[src/rtl/pipe_stage_buf_if.sv]
// Purpose: valid/ready pipeline channel around one pipe_stage_buf.
//   Upstream side : i_valid, i_ctrl, i_data in; o_ready out.
//   Downstream    : o_valid, o_ctrl, o_data out; i_ready in.
//   slave  modport -> the buffer itself.
//   master modport -> whatever drives and consumes the buffer (stages, bench).
interface pipe_stage_buf_if #(
    parameter int unsigned CTRL_W = 16,
    parameter int unsigned DATA_W = 96
);
    logic              i_valid;
    logic              o_ready;
    logic [CTRL_W-1:0] i_ctrl;
    logic [DATA_W-1:0] i_data;
    logic              o_valid;
    logic              i_ready;
    logic [CTRL_W-1:0] o_ctrl;
    logic [DATA_W-1:0] o_data;

    modport slave (
        input  i_valid, i_ctrl, i_data, i_ready,
        output o_ready, o_valid, o_ctrl, o_data
    );

    modport master (
        output i_valid, i_ctrl, i_data, i_ready,
        input  o_ready, o_valid, o_ctrl, o_data
    );
endinterface

[src/rtl/pipe_stage_buf.sv]
// Purpose: generic inter-stage pipeline buffer with a two-entry skid
//   (head + skid register), synchronous flush with bubble insertion and
//   saturating stall/flush debug counters.
// Ports:
//   clk          rising-edge clock
//   rst          asynchronous active-low reset
//   flush        synchronous flush, drops held and incoming entries
//   bus          valid/ready channel (slave side)
//   o_occupancy  entries currently held (0..2)
//   o_stall_cnt  saturating count of cycles with o_valid & !i_ready
//   o_flush_cnt  saturating count of cycles with flush high
module pipe_stage_buf #(
    parameter int unsigned        CTRL_W   = 16,
    parameter int unsigned        DATA_W   = 96,
    parameter logic [CTRL_W-1:0]  NOP_CTRL = '0,
    parameter int unsigned        CNT_W    = 16
) (
    input  logic                 clk,
    input  logic                 rst,
    input  logic                 flush,
    pipe_stage_buf_if.slave      bus,
    output logic [1:0]           o_occupancy,
    output logic [CNT_W-1:0]     o_stall_cnt,
    output logic [CNT_W-1:0]     o_flush_cnt
);

    typedef enum logic [1:0] {
        ST_EMPTY = 2'd0,
        ST_BUSY  = 2'd1,
        ST_FULL  = 2'd2
    } state_t;

    state_t             state_q, state_d;
    logic               valid_q, valid_d;
    logic               ready_q, ready_d;
    logic [1:0]         occ_q, occ_d;
    logic [CTRL_W-1:0]  head_ctrl_q, head_ctrl_d;
    logic [DATA_W-1:0]  head_data_q, head_data_d;
    logic [CTRL_W-1:0]  skid_ctrl_q, skid_ctrl_d;
    logic [DATA_W-1:0]  skid_data_q, skid_data_d;
    logic [CNT_W-1:0]   stall_q, stall_d;
    logic [CNT_W-1:0]   flush_cnt_q, flush_cnt_d;

    logic acc;
    logic pop;

    // Handshakes are judged against the registered outputs only.
    assign acc = bus.i_valid & ready_q;
    assign pop = valid_q & bus.i_ready;

    // Next-state, storage moves and registered-output decode.
    always_comb begin
        state_d     = state_q;
        head_ctrl_d = head_ctrl_q;
        head_data_d = head_data_q;
        skid_ctrl_d = skid_ctrl_q;
        skid_data_d = skid_data_q;

        if (flush) begin
            // A same-cycle pop still completes downstream; nothing is kept.
            state_d     = ST_EMPTY;
            head_ctrl_d = NOP_CTRL;
        end else begin
            case (state_q)
                ST_EMPTY: begin
                    if (acc) begin
                        state_d     = ST_BUSY;
                        head_ctrl_d = bus.i_ctrl;
                        head_data_d = bus.i_data;
                    end
                end
                ST_BUSY: begin
                    if (acc && pop) begin
                        head_ctrl_d = bus.i_ctrl;
                        head_data_d = bus.i_data;
                    end else if (acc) begin
                        state_d     = ST_FULL;
                        skid_ctrl_d = bus.i_ctrl;
                        skid_data_d = bus.i_data;
                    end else if (pop) begin
                        state_d     = ST_EMPTY;
                        head_ctrl_d = NOP_CTRL;
                    end
                end
                ST_FULL: begin
                    if (pop) begin
                        state_d     = ST_BUSY;
                        head_ctrl_d = skid_ctrl_q;
                        head_data_d = skid_data_q;
                    end
                end
                default: begin
                    state_d     = ST_EMPTY;
                    head_ctrl_d = NOP_CTRL;
                end
            endcase
        end

        valid_d = (state_d != ST_EMPTY);
        ready_d = (state_d != ST_FULL);
        case (state_d)
            ST_BUSY: occ_d = 2'd1;
            ST_FULL: occ_d = 2'd2;
            default: occ_d = 2'd0;
        endcase
    end

    // Saturating debug counters.
    always_comb begin
        stall_d     = stall_q;
        flush_cnt_d = flush_cnt_q;
        if (valid_q && !bus.i_ready && (stall_q != '1)) begin
            stall_d = stall_q + CNT_W'(1);
        end
        if (flush && (flush_cnt_q != '1)) begin
            flush_cnt_d = flush_cnt_q + CNT_W'(1);
        end
    end

    // State and output registers.
    always_ff @(posedge clk or negedge rst) begin
        if (!rst) begin
            state_q     <= ST_EMPTY;
            valid_q     <= 1'b0;
            ready_q     <= 1'b1;
            occ_q       <= 2'd0;
            head_ctrl_q <= NOP_CTRL;
            head_data_q <= '0;
            skid_ctrl_q <= '0;
            skid_data_q <= '0;
            stall_q     <= '0;
            flush_cnt_q <= '0;
        end else begin
            state_q     <= state_d;
            valid_q     <= valid_d;
            ready_q     <= ready_d;
            occ_q       <= occ_d;
            head_ctrl_q <= head_ctrl_d;
            head_data_q <= head_data_d;
            skid_ctrl_q <= skid_ctrl_d;
            skid_data_q <= skid_data_d;
            stall_q     <= stall_d;
            flush_cnt_q <= flush_cnt_d;
        end
    end

    assign bus.o_valid  = valid_q;
    assign bus.o_ready  = ready_q;
    assign bus.o_ctrl   = head_ctrl_q;
    assign bus.o_data   = head_data_q;
    assign o_occupancy  = occ_q;
    assign o_stall_cnt  = stall_q;
    assign o_flush_cnt  = flush_cnt_q;

endmodule

[src/flat_wrapper.sv]
// flat-port wrapper written by rule: the top's interface ports become plain ports
module pipe_stage_buf_flat 
#(
    parameter int unsigned        CTRL_W   = 16,
    parameter int unsigned        DATA_W   = 96,
    parameter logic [CTRL_W-1:0]  NOP_CTRL = '0,
    parameter int unsigned        CNT_W    = 16
)
  (clk, rst, flush, o_occupancy, o_stall_cnt, o_flush_cnt, bus_i_valid, bus_i_ctrl, bus_i_data, bus_i_ready, bus_o_ready, bus_o_valid, bus_o_ctrl, bus_o_data);
  pipe_stage_buf_if #(.CTRL_W(CTRL_W), .DATA_W(DATA_W)) bus_i ();
  input  logic clk;
  input  logic rst;
  input  logic flush;
  output logic [1:0] o_occupancy;
  output logic [CNT_W-1:0] o_stall_cnt;
  output logic [CNT_W-1:0] o_flush_cnt;
  input wire logic [$bits(bus_i.i_valid)-1:0] bus_i_valid;
  input wire logic [$bits(bus_i.i_ctrl)-1:0] bus_i_ctrl;
  input wire logic [$bits(bus_i.i_data)-1:0] bus_i_data;
  input wire logic [$bits(bus_i.i_ready)-1:0] bus_i_ready;
  output wire logic [$bits(bus_i.o_ready)-1:0] bus_o_ready;
  output wire logic [$bits(bus_i.o_valid)-1:0] bus_o_valid;
  output wire logic [$bits(bus_i.o_ctrl)-1:0] bus_o_ctrl;
  output wire logic [$bits(bus_i.o_data)-1:0] bus_o_data;
  assign bus_i.i_valid = bus_i_valid;
  assign bus_i.i_ctrl = bus_i_ctrl;
  assign bus_i.i_data = bus_i_data;
  assign bus_i.i_ready = bus_i_ready;
  assign bus_o_ready = bus_i.o_ready;
  assign bus_o_valid = bus_i.o_valid;
  assign bus_o_ctrl = bus_i.o_ctrl;
  assign bus_o_data = bus_i.o_data;
  pipe_stage_buf #(.CTRL_W(CTRL_W), .DATA_W(DATA_W), .NOP_CTRL(NOP_CTRL), .CNT_W(CNT_W)) u_core (.clk(clk), .rst(rst), .flush(flush), .bus(bus_i), .o_occupancy(o_occupancy), .o_stall_cnt(o_stall_cnt), .o_flush_cnt(o_flush_cnt));
endmodule
[config.mk]
export PLATFORM = sky130hd
export DESIGN_NAME = pipe_stage_buf_flat
export DESIGN_NICKNAME = d
export VERILOG_FILES = /design/src/rtl/pipe_stage_buf_if.sv /design/src/rtl/pipe_stage_buf.sv /design/src/flat_wrapper.sv
export SDC_FILE = /design/constraint.sdc
export NUM_CORES = 1
export LEC_CHECK = 0
export CORE_UTILIZATION = 46
export CTS_CLUSTER_DIAMETER = 50
export CTS_CLUSTER_SIZE = 20
export DETAILED_ROUTE_END_ITERATION = 10
export HOLD_SLACK_MARGIN = 0.06
export PLACE_DENSITY_LB_ADDON = 0.1
export SYNTH_ARGS = -nofsm -noshare
export SYNTH_HDL_FRONTEND = slang
export SYNTH_SLANG_ARGS = --single-unit
[constraint.sdc]
create_clock -name clk -period 2.05 [get_ports clk]
set_clock_uncertainty 0.2 [all_clocks]
set_input_delay 0.205 -clock clk [delete_from_list [all_inputs] [get_ports clk]]
set_output_delay 0.205 -clock clk [all_outputs]
set_load 0.03 [all_outputs]
# Word level (Yosys, flattened, before mapping)
# Index checks and enable logic that the tools add are counted.
dict set report totals {
  ff_bits 262
  latchBits 0
  mem_bits_rw 0
  mem_bits_ro 0
  in_bits 117
  out_inout_bits 148
  word_cells 60
  mem_count 0
}
dict set report classes {
  addsub 2
  n_mul 0
  n_div 0
  magnitude_cmp 0
  n_eq_ne 14
  n_shift 0
  mux 19
  bitwise 4
  n_reduce_logical 11
}
# cell n
set op_table {}
lappend op_table {{$mux W96} 3}
lappend op_table {{$pmux W96 S3} 1}
lappend op_table {{$mux W16} 6}
lappend op_table {{$pmux W16 S3} 1}
lappend op_table {{$add A16 B1 Y16 const B} 2}
lappend op_table {{$ne A16 B16 Y1 const B} 2}
lappend op_table {{$mux W2} 6}
lappend op_table {{$reduce_and A4 Y1} 2}
lappend op_table {{$ne A2 B1 Y1 const B} 3}
lappend op_table {{$ne A3 B2 Y1 const B} 2}
lappend op_table {{$pmux W2 S3} 1}
lappend op_table {{$reduce_and A5 Y1} 1}
lappend op_table {{$eq A2 B1 Y1 const B} 2}
lappend op_table {{$eq A2 B2 Y1 const B} 2}
lappend op_table {{$logic_and A1 B1 Y1} 4}
lappend op_table {{$ne A4 B2 Y1 const B} 1}
lappend op_table {{$ne A4 B4 Y1 const B} 1}
lappend op_table {{$pmux W2 S2} 1}
lappend op_table {{$reduce_bool A3 Y1} 1}
lappend op_table {{$and A1 B1 Y1} 2}
lappend op_table {{$logic_not A2 Y1} 1}
lappend op_table {{$ne A2 B2 Y1 const B} 1}
lappend op_table {{$not A1 Y1} 2}
lappend op_table {{$reduce_bool A2 Y1} 1}
lappend op_table {{$logic_not A1 Y1} 1}

# Logic depth before layout (Yosys ltp)
dict set report depth {
  depth_word 8
  depth_mapped 8
}

# Worst setup path after synthesis
# OpenSTA, ideal clock, no wires.
dict set report synth_timing {
  kind {register -> register}
  from {register u_core.ready_q (netlist: u_core.bus.o_ready)}
  to {register u_core.skid_ctrl_q[0]}
  arrival_ps 1924
  required_ps 1725
  path_slack_ps -199
  stages_incl_launch_ff 7
  path_buffers 3
  period_less_slack_ps 2249
  cell_sequence {dfstp_2 nand2_2 or4_4 buf_6 buf_12 buf_12 mux2_4}
}
dict set report synth_via {
  elab_chain_len 4
}
# element line_no
set synth_rtl {}
lappend synth_rtl {{start, declared} pipe_stage_buf.sv:35} ;# logic ready_q, ready_d;
lappend synth_rtl {{start signal, assigned} pipe_stage_buf.sv:136} ;# ready_q <= ready_d;
lappend synth_rtl {{$and A1 B1 Y1 (*)} pipe_stage_buf.sv:48} ;# assign acc = bus.i_valid & ready_q;
lappend synth_rtl {{$logic_and A1 B1 Y1} pipe_stage_buf.sv:73} ;# if (acc && pop) begin
lappend synth_rtl {{$not A1 Y1 (no source line)} -}
lappend synth_rtl {{$reduce_and A4 Y1 (no source line) (*)} -}
lappend synth_rtl {{end signal, assigned} pipe_stage_buf.sv:140} ;# skid_ctrl_q <= skid_ctrl_d;
lappend synth_rtl {{end, declared} pipe_stage_buf.sv:39} ;# logic [CTRL_W-1:0] skid_ctrl_q, skid_ctrl_d;
# Every way passes the cells marked *; elsewhere a longest branch is shown, timed or not.
# A chain may end at the register's enable or synchronous reset.

# Worst setup path in the final report
dict set report layout_timing {
  from {register u_core.ready_q (netlist: u_core.bus.o_ready)}
  to {register u_core.head_data_q[64] (netlist: u_core.bus.o_data[64])}
}
dict set report layout_via {
  elab_chain_len 4
}
# element line_no
set layout_rtl {}
lappend layout_rtl {{$and A1 B1 Y1 (*)} pipe_stage_buf.sv:48}
lappend layout_rtl {{$logic_and A1 B1 Y1} pipe_stage_buf.sv:73}
lappend layout_rtl {{$ne A2 B1 Y1 (no source line)} -}
lappend layout_rtl {{$reduce_and A5 Y1 (no source line) (*)} -}
lappend layout_rtl {{end signal, assigned} pipe_stage_buf.sv:139} ;# head_data_q <= head_data_d;
lappend layout_rtl {{end, declared} pipe_stage_buf.sv:38} ;# logic [DATA_W-1:0] head_data_q, head_data_d;
# Marks and branches as above.

==> flow_summary.json <==
{
  "ys.warnings.count": 0,
  "synth-edff-count": 0,
  "antenna_left": 0,
  "worstMarginPinSlew_ps": 751,
  "worstReg2RegEnd": "u_core.bus.o_data[64]$_DFFE_PN0P_",
  "die_area_mm2": 0.0264,
  "switching_share": 0.317,
  "ys_async_sr_fraction": 1.00,
  "crit_family": "flip-flops",
  "yosysSeqAreaShare": 0.552,
  "violations": "negative setup slack",
  "pwr-share-clk": 0.277,
  "numPortBuffers": 264,
  "drc_errors": 0,
  "num_vias": 8408,
  "grt_max_degree": 79,
  "fmax_mhz": 465,
  "endpoint_kind": "flip-flop",
  "clock_latency_ps": 500,
  "fin_ws_ps": -102,
  "drt-total-wl_um": 29800,
  "htree_num_levels": 2,
  "start_util": 0.470,
  "ios": 265,
  "dp_hpwl_um": 18200,
  "combPwrFrac": 0.344,
  "gr-total-overflow": 0,
  "post_drt_wl_per_cell_um": 17.8,
  "grt_antenna_before_repair": 2,
  "fill_cells": 1933,
  "max_cap_viol_count": 0,
  "start_kind": "flip-flop",
  "slew_headroom": 0.499,
  "regArea_mm2": 0.00658,
  "synth_nets": 1104,
  "crit_chain": "and3b_2 > o21bai_4 > a21oi_4 > buf_12 > buf_12 > clkbuf_16 > mux2_4",
  "ir_drop_mv": 0.893,
  "grt_first_pass_wirelength_um": 45200,
  "final_net_count": 1433,
  "cts_tree": "built",
  "synth_ff_type": "dfrtp_1",
  "p_per_area_mw_per_mm2": 1290,
  "total_power_mw": 22.1,
  "p_switching_mw": 7.01,
  "cpPeakStageDelay_ps": 570,
  "syn-cell-area_mm2": 0.0119,
  "critical_path.slowest_cell": "dfstp_2",
  "cts.sinks": 262,
  "ys_ff_latch": 262,
  "path_clk_slew_ps": 60,
  "fp.dieH_um": 163,
  "power_frac_seq": 0.378,
  "period_share": 1.05,
  "crit_fanout": 8,
  "dr.first_iter.drc_count": 530,
  "rsz0062_at_grt": "yes",
  "clock-root-buffer": "clkbuf_16",
  "status": "finished, violations left",
  "fp-row-count": 58,
  "r2r_setup_slack_ps": -100,
  "cp_num_buf_inv": 3,
  "syn-instance-count": 985,
  "design_area_mm2": 0.0171,
  "final_common_cell": "nand2_1",
  "coreArea_mm2": 0.0253,
  "finalSetupViolCount": 192,
  "via_per_inst": 5.03,
  "intPower_mw": 15.1,
  "path_class": "flip-flop to flip-flop",
  "area_growth_pct": 43.9,
  "hp-class": "primary input to asynchronous set/reset pin",
  "cp_common_cell": "buf_12",
  "grt_pass1_vias": 8343,
  "ys_types": 48,
  "finalCriticalPeriod_ps": 2150,
  "mostFrequentLayoutCells": "nand2_1, clkdlybuf4s50_1, dfrtp_1, mux2_4, mux2_2",
  "arrival_ps": 2330,
  "required_ps": 2230,
  "die_w_um": 163,
  "power.leakage_nw": 8.14,
  "numCtsBuffers": 34,
  "gr-usage-all-layers": 0.216,
  "drt_pre_antenna_iters": 4,
  "place_congestion": 0.805,
  "syn_avg_cell_area_um2": 12.0,
  "hold_viol": 0,
  "maxSlewViolCount": 0,
  "drive_above_1_share": 0.293,
  "cts_max_path_buffers": 3,
  "rr_startpoint": "u_core.bus.o_ready$_DFF_PN1_",
  "multi_input_area_mm2": 0.00516,
  "rr_worst_depth": 7,
  "postPlaceCellArea_mm2": 0.0153
}
state kept, by name, indices dropped and copies added, names as in the netlist:
register            flops
u_core.bus.o_ctrl      16
u_core.bus.o_data      96
u_core.bus.o_ready      1
u_core.bus.o_valid      1
u_core.o_flush_cnt     16
u_core.o_occupancy      2
u_core.o_stall_cnt     16
u_core.skid_ctrl_q     16
u_core.skid_data_q     96
u_core.state_q          2
final cells by class:
type,count,share of cell area
Sequential cell,262,0.385
Multi-Input combinational cell,664,0.302
Timing Repair Buffer,347,0.217
Clock buffer,45,0.0595
Tap cell,330,0.0242
Clock inverter,17,0.0104
Inverter,5,0.00110
Antenna cell,1,0.000146
worst max path at each step:
stage | from | endpoint | slack (ps) | depth (start not counted)
after CTS | u_core.bus.o_ready$_DFF_PN1_ | u_core.bus.o_data[24]$_DFFE_PN0P_ | -60 | 5
after global placement | bus_i_ready | u_core.skid_data_q[69]$_DFFE_PN0P_ | -300 | 6
after floorplan | u_core.bus.o_ready$_DFF_PN1_ | u_core.skid_ctrl_q[0]$_DFFE_PN0P_ | -130 | 6
after detailed placement | flush | u_core.bus.o_ctrl[9]$_DFFE_PN0P_ | -310 | 4
after global routing | u_core.bus.o_ready$_DFF_PN1_ | u_core.bus.o_data[80]$_DFFE_PN0P_ | -150 | 7
final | u_core.bus.o_ready$_DFF_PN1_ | u_core.bus.o_data[64]$_DFFE_PN0P_ | -100 | 7
routing by layer:
layer,wire length [um],part of all wire,GRT usage,vias up
li1,-,-,-,4004
met1,13400,0.45,0.293,4189
met2,14000,0.47,0.342,191
met3,1980,0.066,0.0573,24
met4,404,0.014,0.0595,0
met5,0,0,0,-
cells in the mapped netlist (all sizes together), types with 2 or more instances:
cell	n	area, um^2
a22oi	17	128
xor2	20	175
o2111ai	2	17.5
buf	29	319
nor4	9	62.6
a21o	2	15.0
nor2b	3	18.8
dfrtp	261	6530
nand2	307	1150
nor4b	2	17.5
o2bb2ai	16	140
clkbuf	25	93.8
xnor2	6	52.6
nor2	13	48.8
ha	2	25.0
nand3	9	45.0
inv	5	18.8
nor3	10	50.1
nand4	10	62.6
a21oi	5	28.8
or4	2	18.8
and3	2	12.5
mux2	213	2700
through the flow:
stage           util  setup TNS [ps]  std cells  hold slack [ps]  setup slack (ps)
3_5_place_dp   0.607          -60420       1580            -4.36              -310
6_report       0.676          -10340       1671             67.1              -102
4_1_cts        0.656           -3550       1648             62.7             -62.7
3_3_place_gp   0.607          -57040       1580            -1.95              -302
2_1_floorplan      -          -11500        985             -291              -134
5_1_grt        0.676          -18280       1671              108              -149
cells by family (layout without fill, tap and decap cells):
group	count (synthesis)	in the layout	synth area share
adders and majority gates	2	2	0.00211
muxes	214	214	0.228
xor gates and xnor gates	26	26	0.0192
other	0	1	0
AOI/OAI and AO/OA	49	49	0.0323
DFF	262	262	0.552
buffers and inverters	59	414	0.0364
and+or+nand+nor	373	373	0.129
worst register-to-register path: stages (launching register included):
cell	delay [ps]
dfstp_2	570
and3b_2	240
o21bai_4	70
a21oi_4	170
buf_12	150
buf_12	160
clkbuf_16	180
mux2_4	290
power groups by stage:
stage	logic [mW]	clock network (mW)	registers, mW
5_1_grt	8.07	6.46	8.62
2_1_floorplan	3.03	0	9.82
4_1_cts	7.42	6.27	8.35
3_3_place_gp	7.27	0	8.36
6_report	7.61	6.14	8.37
3_5_place_dp	7.43	0	8.36
timing repair:
item | in CTS | in global routing
cloned | 0 | 11
setup endpoints to repair | 215 | 208
hold buffers | 2 | 0
setup buffers | 4 | 11
gates resized for setup | 14 | 42
pin swaps | 0 | 2
hold endpoints to repair | 262 | 0
No activity file was read; power rests on OpenSTA's default activity.
